===== src/rtl/spi_command_decoder_if.sv =====
// SPI word path and payload FIFO drain port of the command decoder.
// The decoder takes the slave view; the SPI block and the consumer take the master view.
interface spi_command_decoder_if #(
    parameter int WordBits = 8
);
    logic                cs;
    logic                word_ready;
    logic [WordBits-1:0] data_word_received;
    logic [WordBits-1:0] data_word_to_send;
    logic [WordBits-1:0] out_data;
    logic                out_valid;
    logic                out_ready;

    modport slave (
        input  cs,
        input  word_ready,
        input  data_word_received,
        input  out_ready,
        output data_word_to_send,
        output out_data,
        output out_valid
    );

    modport master (
        output cs,
        output word_ready,
        output data_word_received,
        output out_ready,
        input  data_word_to_send,
        input  out_data,
        input  out_valid
    );
endinterface


===== src/rtl/spi_command_decoder.sv =====
// SPI frame command decoder: WRITE payload goes to a first-word-fall-through FIFO.
// It also drives a live status word, {overflow, bad_cmd, fill count}, back to the SPI block.
module spi_command_decoder #(
    parameter int WordBits  = 8,
    parameter int FifoDepth = 16
) (
    input  logic                 clk,
    input  logic                 reset,
    spi_command_decoder_if.slave bus
);
    localparam int PtrW = $clog2(FifoDepth);
    localparam int CntW = PtrW + 1;

    localparam logic [WordBits-1:0] CmdNop   = '0;
    localparam logic [WordBits-1:0] CmdWrite = WordBits'(1);
    localparam logic [WordBits-1:0] CmdClear = WordBits'(2);

    typedef enum logic [1:0] {
        START   = 2'd0,
        WRITE   = 2'd1,
        DISCARD = 2'd2
    } state_t;

    state_t state_q, state_d;

    logic [WordBits-1:0] mem_q [FifoDepth];
    logic [PtrW-1:0]     wr_ptr_q, wr_ptr_d;
    logic [PtrW-1:0]     rd_ptr_q, rd_ptr_d;
    logic [CntW-1:0]     count_q, count_d;
    logic                ovf_q, ovf_d;
    logic                bad_q, bad_d;

    logic full;
    logic empty;
    logic push;
    logic pop;
    logic flush;
    logic ovf_set;
    logic bad_set;
    logic word_v;

    logic [WordBits-3:0] count_ext;

    assign full   = (count_q == CntW'(FifoDepth));
    assign empty  = (count_q == '0);
    assign pop    = !empty && bus.out_ready;
    assign word_v = bus.word_ready && !bus.cs;

    // Status reflects registered state only, so the SPI block sees pre-update values.
    assign count_ext             = (WordBits-2)'(count_q);
    assign bus.data_word_to_send = {ovf_q, bad_q, count_ext};
    assign bus.out_data          = mem_q[rd_ptr_q];
    assign bus.out_valid         = !empty;

    always_comb begin
        state_d = state_q;
        push    = 1'b0;
        flush   = 1'b0;
        ovf_set = 1'b0;
        bad_set = 1'b0;
        if (bus.cs) begin
            state_d = START;
        end else if (word_v) begin
            case (state_q)
                START: begin
                    unique case (1'b1)
                        (bus.data_word_received == CmdWrite): begin
                            state_d = WRITE;
                        end
                        (bus.data_word_received == CmdClear): begin
                            flush   = 1'b1;
                            state_d = DISCARD;
                        end
                        (bus.data_word_received == CmdNop): begin
                            state_d = DISCARD;
                        end
                        default: begin
                            bad_set = 1'b1;
                            state_d = DISCARD;
                        end
                    endcase
                end
                WRITE: begin
                    if (full) begin
                        ovf_set = 1'b1;
                    end else begin
                        push = 1'b1;
                    end
                end
                DISCARD: begin
                    state_d = DISCARD;
                end
                default: begin
                    state_d = START;
                end
            endcase
        end
    end

    always_comb begin
        wr_ptr_d = wr_ptr_q;
        rd_ptr_d = rd_ptr_q;
        count_d  = count_q;
        ovf_d    = ovf_q | ovf_set;
        bad_d    = bad_q | bad_set;
        // A flush overrides a same-cycle pop; no push can coincide with it.
        if (flush) begin
            wr_ptr_d = '0;
            rd_ptr_d = '0;
            count_d  = '0;
            ovf_d    = 1'b0;
            bad_d    = 1'b0;
        end else begin
            wr_ptr_d = wr_ptr_q + PtrW'(push);
            rd_ptr_d = rd_ptr_q + PtrW'(pop);
            count_d  = count_q + CntW'(push) - CntW'(pop);
        end
    end

    always_ff @(posedge clk) begin
        if (reset) begin
            state_q  <= START;
            wr_ptr_q <= '0;
            rd_ptr_q <= '0;
            count_q  <= '0;
            ovf_q    <= 1'b0;
            bad_q    <= 1'b0;
        end else begin
            state_q  <= state_d;
            wr_ptr_q <= wr_ptr_d;
            rd_ptr_q <= rd_ptr_d;
            count_q  <= count_d;
            ovf_q    <= ovf_d;
            bad_q    <= bad_d;
        end
    end

    always_ff @(posedge clk) begin
        if (push) begin
            mem_q[wr_ptr_q] <= bus.data_word_received;
        end
    end
endmodule


===== src/flat_wrapper.sv =====
// flat-port wrapper written by rule: the top's interface ports become plain ports
module spi_command_decoder_flat 
#(
    parameter int WordBits  = 8,
    parameter int FifoDepth = 16
)
  (clk, reset, bus_cs, bus_word_ready, bus_data_word_received, bus_out_ready, bus_data_word_to_send, bus_out_data, bus_out_valid);
  spi_command_decoder_if #(.WordBits(WordBits)) bus_i ();
  input  logic clk;
  input  logic reset;
  input wire logic [$bits(bus_i.cs)-1:0] bus_cs;
  input wire logic [$bits(bus_i.word_ready)-1:0] bus_word_ready;
  input wire logic [$bits(bus_i.data_word_received)-1:0] bus_data_word_received;
  input wire logic [$bits(bus_i.out_ready)-1:0] bus_out_ready;
  output wire logic [$bits(bus_i.data_word_to_send)-1:0] bus_data_word_to_send;
  output wire logic [$bits(bus_i.out_data)-1:0] bus_out_data;
  output wire logic [$bits(bus_i.out_valid)-1:0] bus_out_valid;
  assign bus_i.cs = bus_cs;
  assign bus_i.word_ready = bus_word_ready;
  assign bus_i.data_word_received = bus_data_word_received;
  assign bus_i.out_ready = bus_out_ready;
  assign bus_data_word_to_send = bus_i.data_word_to_send;
  assign bus_out_data = bus_i.out_data;
  assign bus_out_valid = bus_i.out_valid;
  spi_command_decoder #(.WordBits(WordBits), .FifoDepth(FifoDepth)) u_core (.clk(clk), .reset(reset), .bus(bus_i));
endmodule

===== config.mk =====
export PLATFORM = sky130hd
export DESIGN_NAME = spi_command_decoder_flat
export DESIGN_NICKNAME = d
export VERILOG_FILES = /design/src/rtl/spi_command_decoder_if.sv /design/src/rtl/spi_command_decoder.sv /design/src/flat_wrapper.sv
export SDC_FILE = /design/constraint.sdc
export NUM_CORES = 1
export LEC_CHECK = 0
export CORE_MARGIN = 8
export CORE_UTILIZATION = 30
export DETAILED_ROUTE_END_ITERATION = 8
export GPL_TIMING_DRIVEN = 0
export PLACE_DENSITY_LB_ADDON = 0.08
export SYNTH_ARGS = -nofsm -noshare
export SYNTH_HDL_FRONTEND = slang
export SYNTH_SLANG_ARGS = --single-unit

===== constraint.sdc =====
create_clock -name clk -period 5.95 [get_ports clk]
set_input_delay 1.785 -clock clk [delete_from_list [all_inputs] [get_ports clk]]
set_output_delay 1.785 -clock clk [all_outputs]
set_load 0.01 [all_outputs]

==> flow_summary.yaml, run 1 <==
routing:
  avgRoutedWirePerCell_um: 20.4
  via_count: 3172
  drc: 0
  firstDrtPassIters: 5
  wirelength_mm: 14.0
  detail_route.vias_per_cell: 4.64
  dr.first_iter.drc_count: 137
  ant_nets: 0
worst_setup_path:
  path_class: "reg -> out"
  start_kind: "flop"
  cp_data_required_time_ps: 4160
  cp-startpoint: "u_core.rd_ptr_q[1]"
  rr_startpoint: "u_core.count_q[2]"
  cp_slowest_cell: "a221oi_1"
  slowest_delay_ps: 670
  crit_path_max_fanout: 10
  crit_arrival_ps: 3160
  crit_chain: "buf_2 > nor2b_1 > clkbuf_1 > buf_2 > a221oi_1 > o21ai_0 > nand2_1 > clkdlybuf4s50_1"
  path_common_cell: "buf_2"
  worstSetupEndpointType: "output port"
logic_synthesis:
  ys_ff_latch: 145
  async_flop_share_pct: 0
  syn_avg_cell_area_um2: 16.6
  synth_flop_cell: "edfxtp_1"
  synth_compound_area_share_pct: 5.37
  synth_xor_area_share_pct: 1.18
  yosysUniqueCellTypes: 43
  yosysWarnings: 0
  synth_top_family_by_area: "multiplexers"
  synth-simple-area-share_pct: 6.03
  syn_area_mm2: 0.00591
  synth_cells: 356
  synth.area.mux_share_pct: 11.5
  synth_seq_area_share_pct: 70.7
  synth-edff-count: 128
  yosys.area_share.adder_pct: 2.24
  syn-num-nets: 379
placed_design:
  place_area_mm2: 0.00654
  io_buffer_count: 28
  placed_cells: 651
  dpl.hpwl_mm: 9.21
  globalplace.congestion: 0.739
clocking:
  clk_transition_reported_paths_ps: 60
  clock-sinks: 145
  post-cts-setup-buffer-count: 0
  clockBufferDepth: 2
  cts_made_buffers: 17
  htree_levels: 4
  cts_tree: "done"
  insertion_delay_ps: 420
  ctsRootBufferMaster: "clkbuf_16"
  cts_hold_buffers: 0
  cts_resized: 0
sta:
  fmax_ghz: 0.202
  setup_viol: 0
  min_period_over_period_pct: 83.0
  hold_viol_final: 0
  rsz0062_at_grt: "false"
  relSlewSlack_pct: 38.5
  slew_violations: 0
  finalCriticalPeriod_ps: 4940
  worstMarginPinSlew_ps: 919
  fin_skew_ps: 8.14
  setup_tns_ps: 0
power_and_ir_drop:
  ir_drop_v: 0.000208
  p_total_w: 0.00291
  power.leakage_nw: 2.35
  powerDensity_mw_per_mm2: 405
layout:
  final_nets: 429
  final_cells: 683
  multi_input_area_mm2: 0.00156
  drive_gt1_share_pct: 17.2
  final_area_mm2: 0.00719
  synthToLayoutAreaGrowth_pct: 21.5
  seqCellArea_mm2: 0.00418
  antenna_cells: 0
  fill_cells: 1871
  utilization_pct: 37.0
job:
  drv_cap: 0
die:
  core.rowCount: 51
  io_pins: 30
  start_util_pct: 30.5
  coreArea_mm2: 0.0194
  die_h_um: 156
  die_w_um: 156
  die-area_mm2: 0.0245
hold_path:
  min_from: "u_core.bad_q"
  min_path_type: "reg -> reg"
global_route:
  grt_overflow: 0
  antenna_found_initial: 0
  grt_pass1_wl_mm: 20.7
  gr-usage-all-layers_pct: 12.1
  grt_max_degree: 20
  grt_pass1_vias: 3261
status:
  status: "finished clean"
-- report_power, final --
group	switching, W	leakage [nW]	internal (W)
logic	0.000306	0.757	0.000297
registers	0.0000209	1.29	0.00113
clock network	0.000413	0.307	0.000743
-- stage by stage --
step                worst slack [ps]  hold slack, ps
detailed placement              1280             461
finish                          1010             477
CTS                              876             489
global route                     842             510
floorplan                       2510             438
global placement                1280             470
-- Yosys cell counts (all sizes together) (5+ instances only) --
| master | n | area (µm²) |
|---|---|---|
| mux2i | 32 | 320 |
| dfxtp | 17 | 340 |
| buf | 16 | 93.8 |
| o21ai | 10 | 50.0 |
| inv | 15 | 56.3 |
| a21oi | 5 | 25.0 |
| xnor2 | 6 | 52.6 |
| mux4 | 16 | 360 |
| a221oi | 16 | 140 |
| edfxtp | 128 | 3840 |
| ha | 9 | 113 |
| nor2 | 27 | 101 |
| nand2 | 11 | 41.3 |
| a22oi | 8 | 60.1 |
| nor3 | 7 | 45.0 |
-- path summary, 6_finish.rpt --
| kind | end | slack [ps] | cells past startpoint |
|---|---|---|---|
| worst max register to register | u_core.count_q[4] | 3000 | 13 |
| worst max-delay path | bus_out_data[3] | 1010 | 8 |
| worst min register to register | u_core.bad_q | 480 | 2 |
| worst min-delay path | u_core.bad_q | 480 | 2 |
-- logic make-up after synthesis --
group / Yosys count
other: 1
multiplexers: 48
AO/OA/AOI/OAI: 43
adder cells (fa/ha/maj): 10
buffers and inverters: 36
flip-flops: 145
XOR/XNOR: 8
AND/OR/NAND/NOR: 65
-- cell type report --
| type | count | area share, % |
|---|---|---|
| Clock buffer | 18 | 5.97 |
| Sequential cell | 145 | 58.2 |
| Timing Repair Buffer | 31 | 4.18 |
| Inverter | 16 | 0.836 |
| Clock inverter | 13 | 2.93 |
| Buffer | 20 | 1.51 |
| Tap cell | 265 | 4.61 |
| Multi-Input combinational cell | 175 | 21.7 |
-- sequential cells by signal (all words and copies together), names as in the netlist --
signal           cells
u_core.wr_ptr_q      4
u_core.rd_ptr_q      4
u_core.ovf_q         1
u_core.count_q       5
u_core.bad_q         1
u_core.state_q       2
u_core.mem_q       128
-- placed cells by master, fill, tap and decap left out, types with 2 or more instances in the layout --
cell and n:
edfxtp_1 128, inv_1 15, a221oi_1 16, mux2i_1 32, clkinv_4 2, clkdlybuf4s50_1 28, nand3_1 2, nor3_1 5
dfxtp_1 17, bufinv_16 5, xor2_1 2, nand3b_1 2, nor3_2 2, clkbuf_1 5, buf_2 9, clkbuf_16 17
xnor2_1 6, clkinvlp_4 2, mux4_2 16, buf_4 8, clkinv_2 2, a22oi_1 8, nand2b_1 3, o21ai_0 9
nand2_1 11, ha_1 9, inv_6 2, and2_1 2, nor2_1 27, a21oi_1 5
-- critical path: cells and delay by family, from the launching register on --
family | cells | cell delay [ps]
compound gates | 2 | 840
buf+inv | 4 | 1360
flops | 1 | 330
simple gates | 2 | 210
-- metal layers --
metal	vias up	track usage, %	share of wire, %	wire length (µm)
met5	-	0	0	0
met2	67	19.6	50	6920
li1	1484	-	-	-
met1	1610	15.5	46	6480
met3	11	2.95	3.1	435
met4	0	4.12	0.88	123
No activity file was read; power rests on OpenSTA's default activity.
==> run 2, diff against run 1 <==
==> constraint.sdc (replaced) <==
create_clock -name clk -period 4.9 [get_ports clk]
set_input_delay 1.47 -clock clk [delete_from_list [all_inputs] [get_ports clk]]
set_output_delay 1.47 -clock clk [all_outputs]
set_load 0.01 [all_outputs]
==> results of run 2 <==
Same layout as run 1 (identical final DEF). Status: finished clean.
Among the figures that moved: setup slack after placement 1280 ps -> 542 ps; setup slack after layout 1010 ps -> 274 ps; register-to-register setup slack 3000 ps -> 1950 ps; total power 0.00291 W -> 0.00353 W; worst IR drop on VDD 0.000208 V -> 0.000252 V
==> RTL edit 1 (settings of run 1) <==
Make the reset (`reset`) asynchronous in one clocked block.
--- a/src/rtl/spi_command_decoder.sv
+++ b/src/rtl/spi_command_decoder.sv
@@ -119,3 +119,3 @@
 
-    always_ff @(posedge clk) begin
+    always_ff @(posedge clk or posedge reset) begin
         if (reset) begin
Formal check against the unedited RTL: differs if reset is asserted again (counterexample within 4 cycles, from zero or initial values and one cycle with reset high); with reset held inactive, the same outputs for 10 cycles.
==> RTL edit 1 against run 1 <==
  * Final area up 0.26%
  * Global-route usage down 0.26 points
  * Highest routed layer unchanged
  * Via count down 6.2%
  * Setup slack better by 0.37 ns
  * Synthesized area up 1.1%
  * Power up 12%
  * Clock power down 7%
  * Sequential cell count unchanged
  * Core utilization down 0.15 points
  * Synthesized cell count down 11%
  * Non-clock buffer count down 6
  * Routed wire length down 0.75%
  * Hold slack better by 0.056 ns
==> RTL edit 1: results (changes against run 1) <==
WORST SETUP PATH
----------------------------------------------------------------------------------
Depth of the most critical reg-to-reg path                                       6   -7
Data arrival, critical path                                                2.79 ns   -0.37 ns

PLACE
----------------------------------------------------------------------------------
Final weighted congestion in routability-driven placement                    0.747   +1.1%
HPWL after detailed placement                                              8890 µm   -3.4%
DP Cell Count                                                                  612   -6.0%
Port bufs                                                                       28   unchanged

RUN STATUS
----------------------------------------------------------------------------------
Result of the run                                                     finished, final reports clean

GLOBAL ROUTING
----------------------------------------------------------------------------------
Met3 capacity usage during global routing                                   0.0302   +0.000653
Global routing usage summed across all routing layers                        0.118   -0.00260
GRT met1 Usage                                                               0.150   -0.00536
Met2 Use GR                                                                  0.191   -0.00455
Via count of the first global-routing pass                                    3201   -1.8%

POWER AND IR DROP
----------------------------------------------------------------------------------
Sw Share                                                                     0.292   +0.0379
Clock power share                                                            0.330   -0.068
Leak                                                                       2.44 nW   +3.7%
Power dissipated in sequential cells                                       1.21 mW   +5%
Peak supply drop                                                        0.000208 V   about the same

ROUTE
----------------------------------------------------------------------------------
First-pass DRT Iterations                                                        4   -1
Drt via density                                                               4.62   -0.50%
Routed WL                                                                 13800 µm   -0.75%
Sum of met3 wire segment lengths after detailed routing                     478 µm   +9.9%
Initial DRC count                                                              159   +16%

MIN PATH
----------------------------------------------------------------------------------
Cell depth of the worst min-delay path                                           2   unchanged

YOSYS
----------------------------------------------------------------------------------
Async SR Flop Fraction                                                       0.117   +0.117
Unique cell type count in the Yosys netlist                                     38   -12%
Proportion of synthesized chip area in sequential cells                      0.714   +0.00683
Most used standard cells in the synthesized netlist                   sky130_fd_sc_hd__edfxtp_1, sky130_fd_sc_hd__nor2_1, sky130_fd_sc_hd__mux4_2
Ranking of synthesized cells by area                                  sky130_fd_sc_hd__edfxtp_1, sky130_fd_sc_hd__dfrtp_1, sky130_fd_sc_hd__mux4_2
Instance count of the mapped netlist                                           318   -11%
Post-Syn Nets                                                                  342   -9.8%

FINISH
----------------------------------------------------------------------------------
Share of final-layout standard cells stronger than drive strength 1          0.179   +0.00717
Number of nets in the finished design                                          390   -9.1%

STA
----------------------------------------------------------------------------------
Slew of the pin with the lowest slew margin                               0.911 ns   -0.00802 ns
Worst clock skew                                                        0.00808 ns   -0.0000603 ns

==> RTL edit 1: cell count changes after synthesis, sizes merged, moves of 5 or more <==
cell    before  now
a22oi        8   16
a221oi      16    0
dfxtp       17    0
mux2i       32    0
mux4        16   32
dfrtp        0   17
inv         15   10
o21ai       10    0
nor2b        1    8
==> RTL edit 1: final timing paths <==
| path | start | endpoint | slack [ns] |
|---|---|---|---|
| setup reg to reg | u_core.count_q[2]$_DFF_PP0_ | u_core.mem_q[15][4]$_DFFE_PP_ | 3.19 |
| min in group asynchronous | reset | u_core.count_q[2]$_DFF_PP0_ | 1.79 |
| setup / recovery | u_core.rd_ptr_q[1]$_DFF_PP0_ | bus_out_data[6] | 1.38 |
| hold reg to reg | u_core.ovf_q$_DFF_PP0_ | u_core.ovf_q$_DFF_PP0_ | 0.53 |
| max in group asynchronous | reset | u_core.rd_ptr_q[1]$_DFF_PP0_ | 3.70 |
| hold / removal | u_core.ovf_q$_DFF_PP0_ | u_core.ovf_q$_DFF_PP0_ | 0.53 |
==> RTL edit 1: kinds of logic (layout without fill, tap and decap cells) <==
| group | after synthesis | after routing | synth area share |
|---|---|---|---|
| and+or+nand+nor | 72 | 72 | 0.0647 |
| xor gates and xnor gates | 6 | 6 | 0.00879 |
| other | 1 | 1 | 0.000627 |
| muxes | 32 | 32 | 0.129 |
| AOI/OAI and AO/OA | 25 | 25 | 0.0304 |
| adders and majority gates | 11 | 11 | 0.0243 |
| buffers and inverters | 26 | 87 | 0.0276 |
| DFF | 145 | 145 | 0.714 |
==> RTL edit 1: worst max-delay path, stage by stage (launching register included) <==
cell and delay, ns:
sky130_fd_sc_hd__dfrtp_1 0.34, sky130_fd_sc_hd__buf_2 0.20, sky130_fd_sc_hd__clkbuf_1 0.56, sky130_fd_sc_hd__mux4_2 0.42, sky130_fd_sc_hd__a22oi_1 0.27, sky130_fd_sc_hd__nand2_1 0.09
sky130_fd_sc_hd__clkdlybuf4s50_1 0.49
==> RTL edit 1: metrics by stage <==
stage | total power [mW] | setup WS, ns | util | hold WS [ns] | instance area [µm²]
finish | 3.26 | 1.38 | 0.369 | 0.533 | 7200
detailed placement | 2.23 | 1.20 | 0.338 | 0.511 | 6610
global route | 3.42 | 1.17 | 0.369 | 0.572 | 7200
CTS | 3.32 | 1.29 | 0.369 | 0.539 | 7200
global placement | 2.22 | 1.12 | 0.337 | 0.513 | 6590
floorplan | 1.83 | 2.54 | - | 0.464 | 5980
==> RTL edit 1: final cells by class <==
| cell class | count | area [µm²] |
|---|---|---|
| inverter | 10 | 37.5 |
| clock buffer | 18 | 429 |
| clock inverter | 14 | 164 |
| fill | 1872 | 12300 |
| buffer | 16 | 128 |
| tap | 265 | 332 |
| sequential | 145 | 4270 |
| multi-input combinational | 147 | 1560 |
| timing repair buffer | 29 | 288 |
==> RTL edit 2 (flow settings as in run 1) <==
Without the edit above. `WordBits` is set to 8 in 3 places; all go to 7.
--- a/src/rtl/spi_command_decoder_if.sv
+++ b/src/rtl/spi_command_decoder_if.sv
@@ -3,3 +3,3 @@
 interface spi_command_decoder_if #(
-    parameter int WordBits = 8
+    parameter int WordBits = 7
 );
--- a/src/rtl/spi_command_decoder.sv
+++ b/src/rtl/spi_command_decoder.sv
@@ -3,3 +3,3 @@
 module spi_command_decoder #(
-    parameter int WordBits  = 8,
+    parameter int WordBits  = 7,
     parameter int FifoDepth = 16
--- a/src/flat_wrapper.sv
+++ b/src/flat_wrapper.sv
@@ -3,3 +3,3 @@
 #(
-    parameter int WordBits  = 8,
+    parameter int WordBits  = 7,
     parameter int FifoDepth = 16
Ports: changed (resized bus_data_word_received, bus_data_word_to_send and bus_out_data); port bits go from 30 to 27. The function was not compared with the original's and may differ.
==> RTL edit 2 against run 1 <==
  * Setup slack improved by 0.37 ns
  * Highest routed layer unchanged
  * Sequential cell count fell by 16
  * Synthesized area is 12% lower
  * Power fell by 14%
  * Final area decreased by 12%
  * Die area shrank 11%
  * Routed wire length shrank 16%
  * Sequential share of layout area increased by 0.65 points
==> RTL edit 2: results (changes against run 1) <==
RUN STATUS
----------------------------------------------------------------------------------
Result of the run                                                     finished, final reports clean

FINISH
----------------------------------------------------------------------------------
Cell Count, Final, Fillers Out                                                 573   -16%
Number of nets in the finished design                                          358   -17%
Share of final-layout standard cells stronger than drive strength 1          0.187   +0.0145
Max reg flops                                                                  112   -13%

GLOBAL ROUTING
----------------------------------------------------------------------------------
Met2 Use GR                                                                  0.181   -0.0150
Maximum number of pins on one net before global-route repair                    21   +5.0%
Met3 capacity usage during global routing                                   0.0309   +0.00137
First-pass GRT wire length                                                17900 µm   -14%
Via count of the first global-routing pass                                    2838   -13%
GRT met1 Usage                                                               0.148   -0.00749
Global routing usage summed across all routing layers                        0.115   -0.00587

YOSYS
----------------------------------------------------------------------------------
Area fraction in compound gates after synthesis                             0.0387   -0.0150
Share of cell area taken by muxes after synthesis                            0.123   +0.00763
Post-Syn Nets                                                                  313   -17%
Instance count of the mapped netlist                                           290   -19%
Fraction of the mapped netlist area in adder cells                          0.0279   +0.00549
XOR/XNOR share of the synthesized area                                      0.0118   -0.0000567
Unique cell type count in the Yosys netlist                                     40   -7.0%
Proportion of synthesized chip area in sequential cells                      0.712   +0.00480
Most used standard cells in the synthesized netlist                   sky130_fd_sc_hd__edfxtp_1, sky130_fd_sc_hd__nor2_1, sky130_fd_sc_hd__mux4_2
Ranking of synthesized cells by area                                  sky130_fd_sc_hd__edfxtp_1, sky130_fd_sc_hd__mux4_2, sky130_fd_sc_hd__dfxtp_1
Async SR Flop Fraction                                                           0   unchanged
Post-synth EDFFs                                                               112   -13%

STA
----------------------------------------------------------------------------------
Post-layout worst setup margin                                             1.38 ns   +0.371 ns
Worst clock skew                                                        0.00534 ns   -0.00280 ns
Slew of the pin with the lowest slew margin                                1.25 ns   +0.330 ns

PLACE
----------------------------------------------------------------------------------
Final weighted congestion in routability-driven placement                    0.696   -5.7%
Post-placement setup slack                                                 1.20 ns   -0.0791 ns
DP Cell Count                                                                  541   -17%
Port bufs                                                                       26   -7.1%
HPWL after detailed placement                                              7580 µm   -18%

POWER AND IR DROP
----------------------------------------------------------------------------------
Leak                                                                       2.04 nW   -13%
Peak supply drop                                                        0.000227 V   +9.2%

ROUTE
----------------------------------------------------------------------------------
Routed length on met2                                                      5520 µm   -20%
Average wire per standard cell                                             20.5 µm   +0.14%
Post-Route M1 WL                                                           5660 µm   -13%
Drt via density                                                               4.62   -0.61%
Sum of met3 wire segment lengths after detailed routing                     363 µm   -17%
Initial DRC count                                                              132   -3.6%

WORST SETUP PATH
----------------------------------------------------------------------------------
Critical-path top delay cell                                          sky130_fd_sc_hd__clkdlybuf4s50_1
Critical R2R Launch                                                   u_core.count_ext[2]$_SDFF_PP0_
Delay of the slowest cell on the worst path                                0.50 ns   -0.17 ns

RTL edit 2: cell count changes in the layout (fill, tap and decap cells not counted), sizes merged, moves of 3 or more:
cell / delta
clkbuf: +3
edfxtp: -16
mux2i: -32
a22oi: +6
nand2: -3
buf: -9
a221oi: -16
mux4: +12
bufinv: -3
o21ai: -9
RTL edit 2: layout make-up:
| type | instances | area, µm² |
|---|---|---|
| Fill cell | 1625 | 10800 |
| Clock buffer | 23 | 448 |
| Buffer | 12 | 81.3 |
| Inverter | 16 | 60.1 |
| Sequential cell | 129 | 3700 |
| Multi-Input combinational cell | 133 | 1370 |
| Timing Repair Buffer | 26 | 260 |
| Clock inverter | 9 | 90.1 |
| Tap cell | 225 | 282 |
RTL edit 2: metrics by stage:
step	utilization	power, mW	instance area, µm²
after floorplan	-	1.38	5200
after global placement	0.335	1.57	5740
after detailed placement	0.336	1.57	5750
after CTS	0.367	2.54	6280
after global routing	0.367	2.62	6290
final	0.367	2.50	6290
RTL edit 2: path summary, 6_finish.rpt:
| path | endpoint | slack (ns) |
|---|---|---|
| setup / recovery | bus_out_data[1] | 1.38 |
| hold / removal | u_core.bad_q$_SDFF_PP0_ | 0.46 |
| setup reg to reg | u_core.count_ext[4]$_SDFF_PP0_ | 2.90 |
| hold reg to reg | u_core.bad_q$_SDFF_PP0_ | 0.46 |
RTL edit 2: where the power goes:
group | leakage, nW | internal [mW] | switching, mW | total, mW
Combinational | 0.636 | 0.272 | 0.242 | 0.514
Clock | 0.263 | 0.608 | 0.355 | 0.962
Sequential | 1.15 | 1.00 | 0.0216 | 1.03
Total | 2.04 | 1.88 | 0.618 | 2.50
